## config.mk

```make
export PLATFORM = sky130hd
export DESIGN_NAME = iz_neuron_array_flat
export DESIGN_NICKNAME = d
export VERILOG_FILES = /design/src/rtl/iz_pkg.sv /design/src/rtl/iz_neuron_array_if.sv /design/src/rtl/iz_param_deserializer.sv /design/src/rtl/iz_neuron_array.sv /design/src/flat_wrapper.sv
export SDC_FILE = /design/constraint.sdc
export NUM_CORES = 2
export LEC_CHECK = 0
export BUFFER_PORTS_ARGS = -buffer_cell sky130_fd_sc_hd__buf_2
export CAP_MARGIN = 5
export CELL_PAD_IN_SITES_DETAIL_PLACEMENT = 1
export CELL_PAD_IN_SITES_GLOBAL_PLACEMENT = 1
export CORE_UTILIZATION = 40
export CTS_CLUSTER_DIAMETER = 60
export DETAILED_ROUTE_END_ITERATION = 12
export GPL_ROUTABILITY_DRIVEN = 0
export GPL_TIMING_DRIVEN = 0
export MAX_ROUTING_LAYER = met4
export PLACE_DENSITY = 0.76
export SLEW_MARGIN = 25
export SYNTH_ARGS = -nofsm -noshare
export SYNTH_HDL_FRONTEND = slang
export SYNTH_HIERARCHICAL = 1
export SYNTH_SLANG_ARGS = --single-unit
```

## constraint.sdc

```tcl
create_clock -name clk -period 31.5 [get_ports clk]
set_clock_uncertainty 0.15 [all_clocks]
set_input_delay 3.15 -clock clk [delete_from_list [all_inputs] [get_ports clk]]
set_output_delay 3.15 -clock clk [all_outputs]
set_load 0.005 [all_outputs]
```

## src/rtl/iz_pkg.sv

```systemverilog
// Shared constants, loader state encoding and saturation helper for the
// Izhikevich neuron array.
package iz_pkg;

  // Model constants in whole units; the datapath scales them by 2^FRAC.
  localparam int V_RESET    = -65;
  localparam int U_RESET    = -13;
  localparam int V_PEAK     = 30;
  localparam int C140       = 140;
  localparam int K004_NUM   = 41;
  localparam int K004_SHIFT = 10;

  // Serial frame layout: 8 index bits followed by a, b, c, d.
  localparam int IDX_BITS   = 8;

  // Width of the full-precision arithmetic intermediates.
  localparam int IW         = 64;

  typedef enum logic [1:0] {
    LD_IDLE  = 2'd0,
    LD_INDEX = 2'd1,
    LD_PARAM = 2'd2
  } ld_state_e;

  // Clamp a wide signed value into the signed range of a width-bit word.
  function automatic logic signed [IW-1:0] sat_w(input logic signed [IW-1:0] x,
                                                  input int width);
    logic signed [IW-1:0] hi;
    logic signed [IW-1:0] lo;
    hi = (64'sd1 <<< (width - 1)) - 64'sd1;
    lo = -hi - 64'sd1;
    if (x > hi) return hi;
    if (x < lo) return lo;
    return x;
  endfunction

endpackage

```

## src/rtl/iz_neuron_array_if.sv

```systemverilog
// Control, loader, stimulus and monitor signals of the neuron array.
interface iz_neuron_array_if #(
  parameter int N_NEURONS = 8
) ();
  logic                 enable;
  logic                 load_mode;
  logic                 serial_data;
  logic                 stim_we;
  logic [7:0]           stim_addr;
  logic [7:0]           input_bus;
  logic [7:0]           mon_sel;
  logic [7:0]           output_bus;
  logic [N_NEURONS-1:0] spike_vec;
  logic                 step_done;
  logic                 params_ready;
  logic                 load_error;

  modport master (
    output enable, load_mode, serial_data, stim_we, stim_addr, input_bus, mon_sel,
    input  output_bus, spike_vec, step_done, params_ready, load_error
  );

  modport slave (
    input  enable, load_mode, serial_data, stim_we, stim_addr, input_bus, mon_sel,
    output output_bus, spike_vec, step_done, params_ready, load_error
  );
endinterface

```

## src/rtl/iz_param_deserializer.sv

```systemverilog
// Serial parameter loader: collects an 8-bit index and a/b/c/d, MSB first.
//
//   state    | meaning
//   ---------+-----------------------------------------------------------
//   LD_IDLE  | no frame; first load_mode=1 cycle captures index bit 7
//   LD_INDEX | shifting the remaining 7 index bits
//   LD_PARAM | shifting 4*WIDTH parameter bits; commit on the last one
//
// commit and a/b/c/d are combinational so the last bit lands in the
// parameter RAM on the same edge that samples it.
module iz_param_deserializer
  import iz_pkg::*;
#(
  parameter int WIDTH = 16
) (
  input  logic                    clk,
  input  logic                    reset,
  input  logic                    load_mode,
  input  logic                    serial_data,
  output logic                    commit,
  output logic [IDX_BITS-1:0]     index,
  output logic signed [WIDTH-1:0] a,
  output logic signed [WIDTH-1:0] b,
  output logic signed [WIDTH-1:0] c,
  output logic signed [WIDTH-1:0] d
);
  localparam int PBITS = 4 * WIDTH;
  localparam int CW    = $clog2(PBITS + 1);

  ld_state_e             state_q, state_d;
  logic [CW-1:0]         cnt_q, cnt_d;
  logic [IDX_BITS-1:0]   idx_q, idx_d;
  logic [PBITS-2:0]      shreg_q, shreg_d;
  logic [PBITS-1:0]      frame;

  // State register with bit down-counter and shift registers.
  always_ff @(posedge clk or posedge reset) begin
    if (reset) begin
      state_q <= LD_IDLE;
      cnt_q   <= '0;
      idx_q   <= '0;
      shreg_q <= '0;
    end else begin
      state_q <= state_d;
      cnt_q   <= cnt_d;
      idx_q   <= idx_d;
      shreg_q <= shreg_d;
    end
  end

  // Next state: a low load_mode always aborts back to idle with the counter cleared.
  always_comb begin
    state_d = state_q;
    cnt_d   = cnt_q;
    idx_d   = idx_q;
    shreg_d = shreg_q;
    if (!load_mode) begin
      state_d = LD_IDLE;
      cnt_d   = '0;
    end else begin
      case (state_q)
        LD_IDLE: begin
          idx_d   = {idx_q[IDX_BITS-2:0], serial_data};
          cnt_d   = CW'(IDX_BITS - 1);
          state_d = LD_INDEX;
        end
        LD_INDEX: begin
          idx_d = {idx_q[IDX_BITS-2:0], serial_data};
          if (cnt_q == CW'(1)) begin
            cnt_d   = CW'(PBITS);
            state_d = LD_PARAM;
          end else begin
            cnt_d = cnt_q - CW'(1);
          end
        end
        LD_PARAM: begin
          shreg_d = {shreg_q[PBITS-3:0], serial_data};
          if (cnt_q == CW'(1)) begin
            cnt_d   = '0;
            state_d = LD_IDLE;
          end else begin
            cnt_d = cnt_q - CW'(1);
          end
        end
        default: begin
          cnt_d   = '0;
          state_d = LD_IDLE;
        end
      endcase
    end
  end

  // Outputs: commit on the final parameter bit, fields taken including that bit.
  always_comb begin
    commit = load_mode && (state_q == LD_PARAM) && (cnt_q == CW'(1));
    frame  = {shreg_q, serial_data};
    index  = idx_q;
    a      = frame[4*WIDTH-1 -: WIDTH];
    b      = frame[3*WIDTH-1 -: WIDTH];
    c      = frame[2*WIDTH-1 -: WIDTH];
    d      = frame[WIDTH-1 -: WIDTH];
  end
endmodule

```

## src/rtl/iz_neuron_array.sv

```systemverilog
// Time-multiplexed Izhikevich neuron array: one shared datapath updates the
// neuron at the pointer each enabled cycle; a full sweep is one timestep.
module iz_neuron_array
  import iz_pkg::*;
#(
  parameter int N_NEURONS = 8,
  parameter int WIDTH     = 16,
  parameter int FRAC      = 8,
  parameter int DT_SHIFT  = 0
) (
  input  logic           clk,
  input  logic           reset,
  iz_neuron_array_if.slave bus
);
  localparam int PW = (N_NEURONS > 1) ? $clog2(N_NEURONS) : 1;

  localparam logic signed [WIDTH-1:0] V_RST_FX  = WIDTH'(V_RESET * (1 << FRAC));
  localparam logic signed [WIDTH-1:0] U_RST_FX  = WIDTH'(U_RESET * (1 << FRAC));
  localparam logic signed [IW-1:0]    V_PEAK_FX = IW'(V_PEAK) <<< FRAC;
  localparam logic signed [IW-1:0]    C140_FX   = IW'(C140) <<< FRAC;

  logic signed [WIDTH-1:0] v_q [N_NEURONS];
  logic signed [WIDTH-1:0] v_d [N_NEURONS];
  logic signed [WIDTH-1:0] u_q [N_NEURONS];
  logic signed [WIDTH-1:0] u_d [N_NEURONS];
  logic signed [WIDTH-1:0] pa_q [N_NEURONS];
  logic signed [WIDTH-1:0] pa_d [N_NEURONS];
  logic signed [WIDTH-1:0] pb_q [N_NEURONS];
  logic signed [WIDTH-1:0] pb_d [N_NEURONS];
  logic signed [WIDTH-1:0] pc_q [N_NEURONS];
  logic signed [WIDTH-1:0] pc_d [N_NEURONS];
  logic signed [WIDTH-1:0] pd_q [N_NEURONS];
  logic signed [WIDTH-1:0] pd_d [N_NEURONS];
  logic [7:0]              stim_q [N_NEURONS];
  logic [7:0]              stim_d [N_NEURONS];

  logic [N_NEURONS-1:0] loaded_q, loaded_d;
  logic [N_NEURONS-1:0] acc_q, acc_d;
  logic [N_NEURONS-1:0] spike_vec_q, spike_vec_d;
  logic [PW-1:0]        ptr_q, ptr_d;
  logic                 step_done_q, step_done_d;
  logic                 params_ready_q, params_ready_d;
  logic                 load_error_q, load_error_d;
  logic [7:0]           output_bus_q, output_bus_d;

  logic                    commit;
  logic [IDX_BITS-1:0]     ld_index;
  logic signed [WIDTH-1:0] ld_a, ld_b, ld_c, ld_d;

  logic signed [IW-1:0] vw, uw, iw, aw, bw, dw;
  logic signed [IW-1:0] sq, dv, bv, du, vn_w, un_w;
  logic signed [WIDTH-1:0] v_new, u_new;
  logic                    spike;

  iz_param_deserializer #(.WIDTH(WIDTH)) u_loader (
    .clk         (clk),
    .reset       (reset),
    .load_mode   (bus.load_mode),
    .serial_data (bus.serial_data),
    .commit      (commit),
    .index       (ld_index),
    .a           (ld_a),
    .b           (ld_b),
    .c           (ld_c),
    .d           (ld_d)
  );

  // Shared update datapath for the neuron at the pointer (old state, old params).
  always_comb begin
    vw    = IW'(v_q[ptr_q]);
    uw    = IW'(u_q[ptr_q]);
    iw    = IW'(stim_q[ptr_q]);
    aw    = IW'(pa_q[ptr_q]);
    bw    = IW'(pb_q[ptr_q]);
    dw    = IW'(pd_q[ptr_q]);
    sq    = (vw * vw) >>> FRAC;
    dv    = ((sq * IW'(K004_NUM)) >>> K004_SHIFT) + (vw * IW'(5)) + C140_FX - uw + (iw <<< FRAC);
    bv    = (bw * vw) >>> FRAC;
    du    = (aw * (bv - uw)) >>> FRAC;
    vn_w  = sat_w(vw + (dv >>> DT_SHIFT), WIDTH);
    un_w  = sat_w(uw + (du >>> DT_SHIFT), WIDTH);
    spike = (vn_w >= V_PEAK_FX);
    if (spike) begin
      v_new = pc_q[ptr_q];
      u_new = WIDTH'(sat_w(un_w + dw, WIDTH));
    end else begin
      v_new = WIDTH'(vn_w);
      u_new = WIDTH'(un_w);
    end
  end

  // Next state for neuron state, pointer, sweep bookkeeping, RAM writes and monitor.
  always_comb begin
    v_d          = v_q;
    u_d          = u_q;
    pa_d         = pa_q;
    pb_d         = pb_q;
    pc_d         = pc_q;
    pd_d         = pd_q;
    stim_d       = stim_q;
    loaded_d     = loaded_q;
    acc_d        = acc_q;
    ptr_d        = ptr_q;
    spike_vec_d  = spike_vec_q;
    step_done_d  = 1'b0;
    load_error_d = load_error_q;

    if (bus.enable) begin
      if (loaded_q[ptr_q]) begin
        v_d[ptr_q] = v_new;
        u_d[ptr_q] = u_new;
      end
      acc_d[ptr_q] = loaded_q[ptr_q] & spike;
      if (ptr_q == PW'(N_NEURONS - 1)) begin
        spike_vec_d = acc_d;
        acc_d       = '0;
        step_done_d = 1'b1;
        ptr_d       = '0;
      end else begin
        ptr_d = ptr_q + PW'(1);
      end
    end

    if (bus.stim_we && ({1'b0, bus.stim_addr} < 9'(N_NEURONS)))
      stim_d[bus.stim_addr[PW-1:0]] = bus.input_bus;

    if (commit) begin
      if ({1'b0, ld_index} < 9'(N_NEURONS)) begin
        pa_d[ld_index[PW-1:0]]     = ld_a;
        pb_d[ld_index[PW-1:0]]     = ld_b;
        pc_d[ld_index[PW-1:0]]     = ld_c;
        pd_d[ld_index[PW-1:0]]     = ld_d;
        loaded_d[ld_index[PW-1:0]] = 1'b1;
      end else begin
        load_error_d = 1'b1;
      end
    end

    params_ready_d = &loaded_d;

    if ({1'b0, bus.mon_sel} < 9'(N_NEURONS))
      output_bus_d = v_q[bus.mon_sel[PW-1:0]][WIDTH-1 -: 8];
    else
      output_bus_d = 8'h00;
  end

  // State and output registers, all cleared asynchronously.
  always_ff @(posedge clk or posedge reset) begin
    if (reset) begin
      for (int i = 0; i < N_NEURONS; i++) begin
        v_q[i]    <= V_RST_FX;
        u_q[i]    <= U_RST_FX;
        pa_q[i]   <= '0;
        pb_q[i]   <= '0;
        pc_q[i]   <= '0;
        pd_q[i]   <= '0;
        stim_q[i] <= '0;
      end
      loaded_q       <= '0;
      acc_q          <= '0;
      ptr_q          <= '0;
      spike_vec_q    <= '0;
      step_done_q    <= 1'b0;
      params_ready_q <= 1'b0;
      load_error_q   <= 1'b0;
      output_bus_q   <= '0;
    end else begin
      v_q            <= v_d;
      u_q            <= u_d;
      pa_q           <= pa_d;
      pb_q           <= pb_d;
      pc_q           <= pc_d;
      pd_q           <= pd_d;
      stim_q         <= stim_d;
      loaded_q       <= loaded_d;
      acc_q          <= acc_d;
      ptr_q          <= ptr_d;
      spike_vec_q    <= spike_vec_d;
      step_done_q    <= step_done_d;
      params_ready_q <= params_ready_d;
      load_error_q   <= load_error_d;
      output_bus_q   <= output_bus_d;
    end
  end

  assign bus.output_bus   = output_bus_q;
  assign bus.spike_vec    = spike_vec_q;
  assign bus.step_done    = step_done_q;
  assign bus.params_ready = params_ready_q;
  assign bus.load_error   = load_error_q;
endmodule
```

## src/flat_wrapper.sv

```systemverilog
// flat-port wrapper written by rule: the top's interface ports become plain ports
module iz_neuron_array_flat import iz_pkg::*;
#(
  parameter int N_NEURONS = 8,
  parameter int WIDTH     = 16,
  parameter int FRAC      = 8,
  parameter int DT_SHIFT  = 0
)
  (clk, reset, bus_enable, bus_load_mode, bus_serial_data, bus_stim_we, bus_stim_addr, bus_input_bus, bus_mon_sel, bus_output_bus, bus_spike_vec, bus_step_done, bus_params_ready, bus_load_error);
  iz_neuron_array_if #(.N_NEURONS(N_NEURONS)) bus_i ();
  input  logic clk;
  input  logic reset;
  input wire logic [$bits(bus_i.enable)-1:0] bus_enable;
  input wire logic [$bits(bus_i.load_mode)-1:0] bus_load_mode;
  input wire logic [$bits(bus_i.serial_data)-1:0] bus_serial_data;
  input wire logic [$bits(bus_i.stim_we)-1:0] bus_stim_we;
  input wire logic [$bits(bus_i.stim_addr)-1:0] bus_stim_addr;
  input wire logic [$bits(bus_i.input_bus)-1:0] bus_input_bus;
  input wire logic [$bits(bus_i.mon_sel)-1:0] bus_mon_sel;
  output wire logic [$bits(bus_i.output_bus)-1:0] bus_output_bus;
  output wire logic [$bits(bus_i.spike_vec)-1:0] bus_spike_vec;
  output wire logic [$bits(bus_i.step_done)-1:0] bus_step_done;
  output wire logic [$bits(bus_i.params_ready)-1:0] bus_params_ready;
  output wire logic [$bits(bus_i.load_error)-1:0] bus_load_error;
  assign bus_i.enable = bus_enable;
  assign bus_i.load_mode = bus_load_mode;
  assign bus_i.serial_data = bus_serial_data;
  assign bus_i.stim_we = bus_stim_we;
  assign bus_i.stim_addr = bus_stim_addr;
  assign bus_i.input_bus = bus_input_bus;
  assign bus_i.mon_sel = bus_mon_sel;
  assign bus_output_bus = bus_i.output_bus;
  assign bus_spike_vec = bus_i.spike_vec;
  assign bus_step_done = bus_i.step_done;
  assign bus_params_ready = bus_i.params_ready;
  assign bus_load_error = bus_i.load_error;
  iz_neuron_array #(.N_NEURONS(N_NEURONS), .WIDTH(WIDTH), .FRAC(FRAC), .DT_SHIFT(DT_SHIFT)) u_core (.clk(clk), .reset(reset), .bus(bus_i));
endmodule
```

Word level (Yosys, flattened, before mapping). Cells that the tools add are included.

Register bits after elaboration: 950. Logic and storage cells: 219. Output and inout bits: 19.

Bitwise logic cells: 7. Order comparisons: 21. Multiply operators: 5. Reductions and logical operators: 18. Eq/ne operators: 6. Multiplexer cells: 84. Add/sub/neg operators: 10.

Operators with widths (number): $bwmux 128 (6); $mux 64 (8); $mux 16 (22); $bmux 16 s3 (7); $gt 64x16->1 const B (3); $lt 64x16->1 const B (3); $demux 16 s3 (2); $add 16x64->64 (1); $add 64x16->64 (1); $add 64x17->64 (1); $add 64x17->64 const B (1); $bwmux 64 (1); $ge 64x14->1 const B (1); $mul 16x16->32 (2); $sub 64x16->64 (1); $add 16x56->57 (1); $mux 8 (7); $mul 16x25->41 (1); $mul 24x7->31 const B (1); $sub 24x16->25 (1); $bmux 8 s3 (1); $demux 8 s3 (1); $lt 8x4->1 const B (3); $add 21x20->22 (1); other kinds (31) (74).

Logic depth before layout (Yosys ltp).
Depth in word-level cells: 24. Gate-level depth with buffers: 105. Gate-level depth less buffers: 93.

Cells and area by module. The synthesis kept the hierarchy.

By module, submodules not included: iz_neuron_array (instances 1, area an instance 80174.4 µm², cells each 7994, sequential area each 21901.0 µm²); iz_param_deserializer (instances 1, area an instance 3125.5 µm², cells each 202, sequential area each 2001.9 µm²).

Least setup slack after synthesis. OpenSTA, ideal clock, no wires.

Path type: register -> register. Start point: reg u_core.ptr_q[1]. End point: reg u_core/u_q[100] (netlist bit). Setup time: 0.139 ns. Data arrival time: 21.469 ns. Setup slack: 9.742 ns. Stages on the path, launching flop included: 97. Period minus slack after synthesis: 21.758 ns. Cells stage by stage: dfrtp_1 buf_2 clkbuf_1 inv_1 clkbuf_1 and2_1 clkbuf_1 clkbuf_1 a22oi_1 and4_1 clkbuf_1 inv_1 clkbuf_1 nand2_1 fa_1 inv_1 fa_1 inv_1 (+61 left out) clkbuf_1 clkbuf_1 nor2_1 nor2_1 ha_1 clkbuf_1 a21o_1 a21oi_1 o21bai_1 or4_1 o21ai_0 xor2_1 o21ai_0 nor4b_1 a211oi_2 buf_2 a211oi_2 o31ai_1.

Longest elaborated chain between the ends: 22. Elaborated cells on any way between the ends: 69. Those cells by class: add/sub (8); mul (5); order compare (9); mux (44); bitwise (1); reduce/logical (2).

RTL lines: start: declaration (line iz_neuron_array.sv:40) `logic [PW-1:0] ptr_q, ptr_d;`; start signal: assignment (line iz_neuron_array.sv:177) `ptr_q <= ptr_d;`; parallel branches: the longest is 22 deep, another holds $add 64x17->64; end signal: assignment (line iz_neuron_array.sv:169) `u_q <= u_d;`; end: declaration (line iz_neuron_array.sv:24) `logic signed [WIDTH-1:0] u_q [N_NEURONS];`.

Parallel ways; which one is timed is not known. The select of a mux whose other input is x is not followed. A chain may end at the register's enable or synchronous reset.

Final worst setup path.
Start point: reg u_core.ptr_q[2]. End point: reg u_core/u_q[69] (netlist bit).

The elaborated chain is that of the path after synthesis.

==> results_dict.tcl <==
set metrics [dict create \
    status "finished, final reports clean" \
    period_needed_ps 29850 \
    synth_cells 8196 \
    cts_tree "yes" \
    drv_cap 0 \
    cts_buffer_depth 3 \
    dpl_cell_area_um2 87700 \
    areaGrowthSynthToFinish_pct 9.66 \
    cp-endpoint "u_core/u_q[69]$_DFFE_PP0P_" \
    rows 167 \
    cts.clk_slew.worst_paths_ps 60 \
    cts-root-buf "clkbuf_16" \
    ys_warn_count 6 \
    slowest_stage "clkbuf_1" \
    worst_slack_ps 1650 \
    synth_top_family_by_area "adder cells" \
    postCtsSetupRepairBufs 0 \
    mostFrequentLayoutCells "inv_1, fa_1, dfrtp_1" \
    rr_startpoint "u_core/ptr_q[2]$_DFFE_PP0P_" \
    syn-cell-area_um2 83300 \
    cts_hold_buf 0 \
    fillers 23100 \
    htreeDepth 3 \
    layout_commonest_cell "inv_1" \
    synth-edff-count 0 \
    maxSlewHeadroom_pct 17.9 \
    yosysSeqAreaShare_pct 28.7 \
    setup_viol 0 \
    synthArstFlopShare_pct 100 \
    final_nets 9866 \
    synth_cell_type_count 85 \
    antenna_found_initial 18 \
    tightestPinTransition_ps 1230 \
    grt_max_degree 104 \
    synth_area_per_cell_um2 10.2 \
    dp_slack_ps 2090 \
    die_area_um2 210000 \
    clkSinkCount 950 \
    die_w_um 458 \
    end_kind "register" \
    wirelength_mm 299 \
    cp-start-kind "register" \
    die_y_um 458 \
    firstDrtPassIters 6 \
    r2r_setup_slack_ps 1650 \
    final_antenna_net_count 0 \
    io_pins 49 \
    cp_slowest_stage_delay_ps 950 \
    muxShareOfSynthArea_pct 9.76 \
    grt_first_pass_wirelength_mm 457 \
    regArea_um2 23900 \
    grt_usage_pct 29.5 \
    r2r-end "u_core/u_q[69]$_DFFE_PP0P_" \
    drt_iter0_markers 5562 \
    multi_input_area_um2 53400 \
    grt_pass1_vias 72600 \
    grt-ovfl-total 0 \
    rr_worst_depth 90 \
    yosys.area_share.xor_xnor_pct 2.28 \
    critical_path.startpoint "u_core/ptr_q[2]$_DFFE_PP0P_" \
    via_per_inst 5.84 \
    rsz0062_at_grt "false" \
    final_area_um2 91300 \
    via_count 65700 \
    fin_util_pct 44.1 \
    slew_violations 0 \
    synthSimpleGateAreaFrac_pct 10.3 \
    arrival_ps 30210 \
    hp-class "register to register" \
    required_ps 31860 \
    synth_fp_nets 9689 \
    hold_viol 0 \
    worstPathMaxFanout 10 \
    period_share_pct 94.8 \
    drc 0 \
    synthAdderAreaFrac_pct 30.6 \
    start_util_pct 40.2 \
    coreArea_um2 207000 \
    synth_ff_type "dfrtp_1" \
    synth-seq-cells 950 \
    clkLatencyLatePin_ps 700 \
    port_buffers 43 \
    layout-drive-gt1-share_pct 14.1 \
    criticalPathCategory "register to register" \
    ctsResizeCount 0 \
    detailed_place_hpwl_mm 229 \
    fmax_ghz 0.0335 \
    wl_per_cell_um 26.5 \
    synth_compound_area_share_pct 10.8 \
    cts_buffers 101 \
]
## critical path: cells and delay by family, from the launching register on
family                     cells  cell delay, ps
AOI/OAI and AO/OA             31           10820
adders and majority gates     17            7230
buffers and inverters         21            6400
and+or+nand+nor               18            3110
xor gates and xnor gates       3            1330
DFF                            1             540
## sequential cells by signal, indices dropped and copies added (netlist names), 63 cells and up
signal,count
u_core/pc_q,128
u_core/u_q,128
u_core/u_loader/shreg_q,63
u_core/pd_q,128
u_core/v_q,128
u_core/pb_q,128
u_core/stim_q,64
u_core/pa_q,128
## area by class of cell
class                           instances  area share, %
Clock inverter                         39          0.623
Multi-Input combinational cell       5587           58.5
Inverter                             1243           5.12
Tap cell                             2788           3.82
Antenna cell                           19         0.0521
Clock buffer                          147           3.28
Buffer                                416           1.80
Sequential cell                       950           26.2
Timing Repair Buffer                   74          0.692
## kinds of logic after synthesis
group | Yosys count
compound gates | 1320
xor+xnor | 217
fa+ha+maj | 1463
buf+inv | 1659
flops | 950
mux | 700
simple gates | 1887
## Yosys cell counts (28+ instances only)
cell type	n	share of area, %
clkbuf_1	349	1.6
nand2_1	696	3.1
or3_1	28	0.21
nor3_1	77	0.46
buf_1	40	0.18
nor2b_1	39	0.29
xnor2_1	155	1.6
o31ai_1	117	1.1
or2_2	32	0.24
o21ai_0	240	1.4
nand3_1	46	0.28
o21a_1	35	0.32
and3_1	33	0.25
ha_1	507	7.6
dfrtp_1	846	25
xor2_1	62	0.65
a21oi_1	153	0.92
o22ai_1	59	0.44
a22oi_1	317	2.9
nand4_1	77	0.58
dfstp_2	104	3.3
nand2b_1	79	0.59
a31oi_1	78	0.59
nor2_1	622	2.8
and4_1	52	0.55
a21o_1	77	0.69
mux2_2	650	8.8
inv_1	1239	5.6
fa_1	956	23
a211oi_1	35	0.32
## through the flow
step | std cells | hold WS [ps] | TNS, ps
3_5_place_dp | 11100 | 306 | 0
3_3_place_gp | 11000 | 302 | -3266330
5_1_grt | 11300 | 337 | 0
6_report | 11300 | 322 | 0
4_1_cts | 11200 | 328 | 0
2_1_floorplan | 8196 | 295 | 0
## routing by layer
metal / part of all wire [%] / up-vias / track usage (%)
li1: - / 27600 / -
met1: 39 / 34500 / 35.6
met2: 47 / 2807 / 47.2
met3: 8.1 / 824 / 6.10
met4: 5.9 / 0 / 14.5
met5: 0 / - / -
## worst min path at each step
stage / start / end / depth (start not counted)
6_report: u_core/bus.load_error$_DFFE_PP0P_ / u_core/bus.load_error$_DFFE_PP0P_ / 1
3_5_place_dp: u_core/bus.load_error$_DFFE_PP0P_ / u_core/bus.load_error$_DFFE_PP0P_ / 1
5_1_grt: u_core/u_q[25]$_DFFE_PP1P_ / u_core/u_q[25]$_DFFE_PP1P_ / 2
2_1_floorplan: u_core/v_q[16]$_DFFE_PP0P_ / u_core/v_q[16]$_DFFE_PP0P_ / 2
3_3_place_gp: u_core/bus.load_error$_DFFE_PP0P_ / u_core/bus.load_error$_DFFE_PP0P_ / 1
4_1_cts: u_core/u_q[94]$_DFFE_PP1P_ / u_core/u_q[94]$_DFFE_PP1P_ / 2
Power is not shown: default switching activity piles up to over one toggle a cycle in this logic, so the estimate is an artifact.
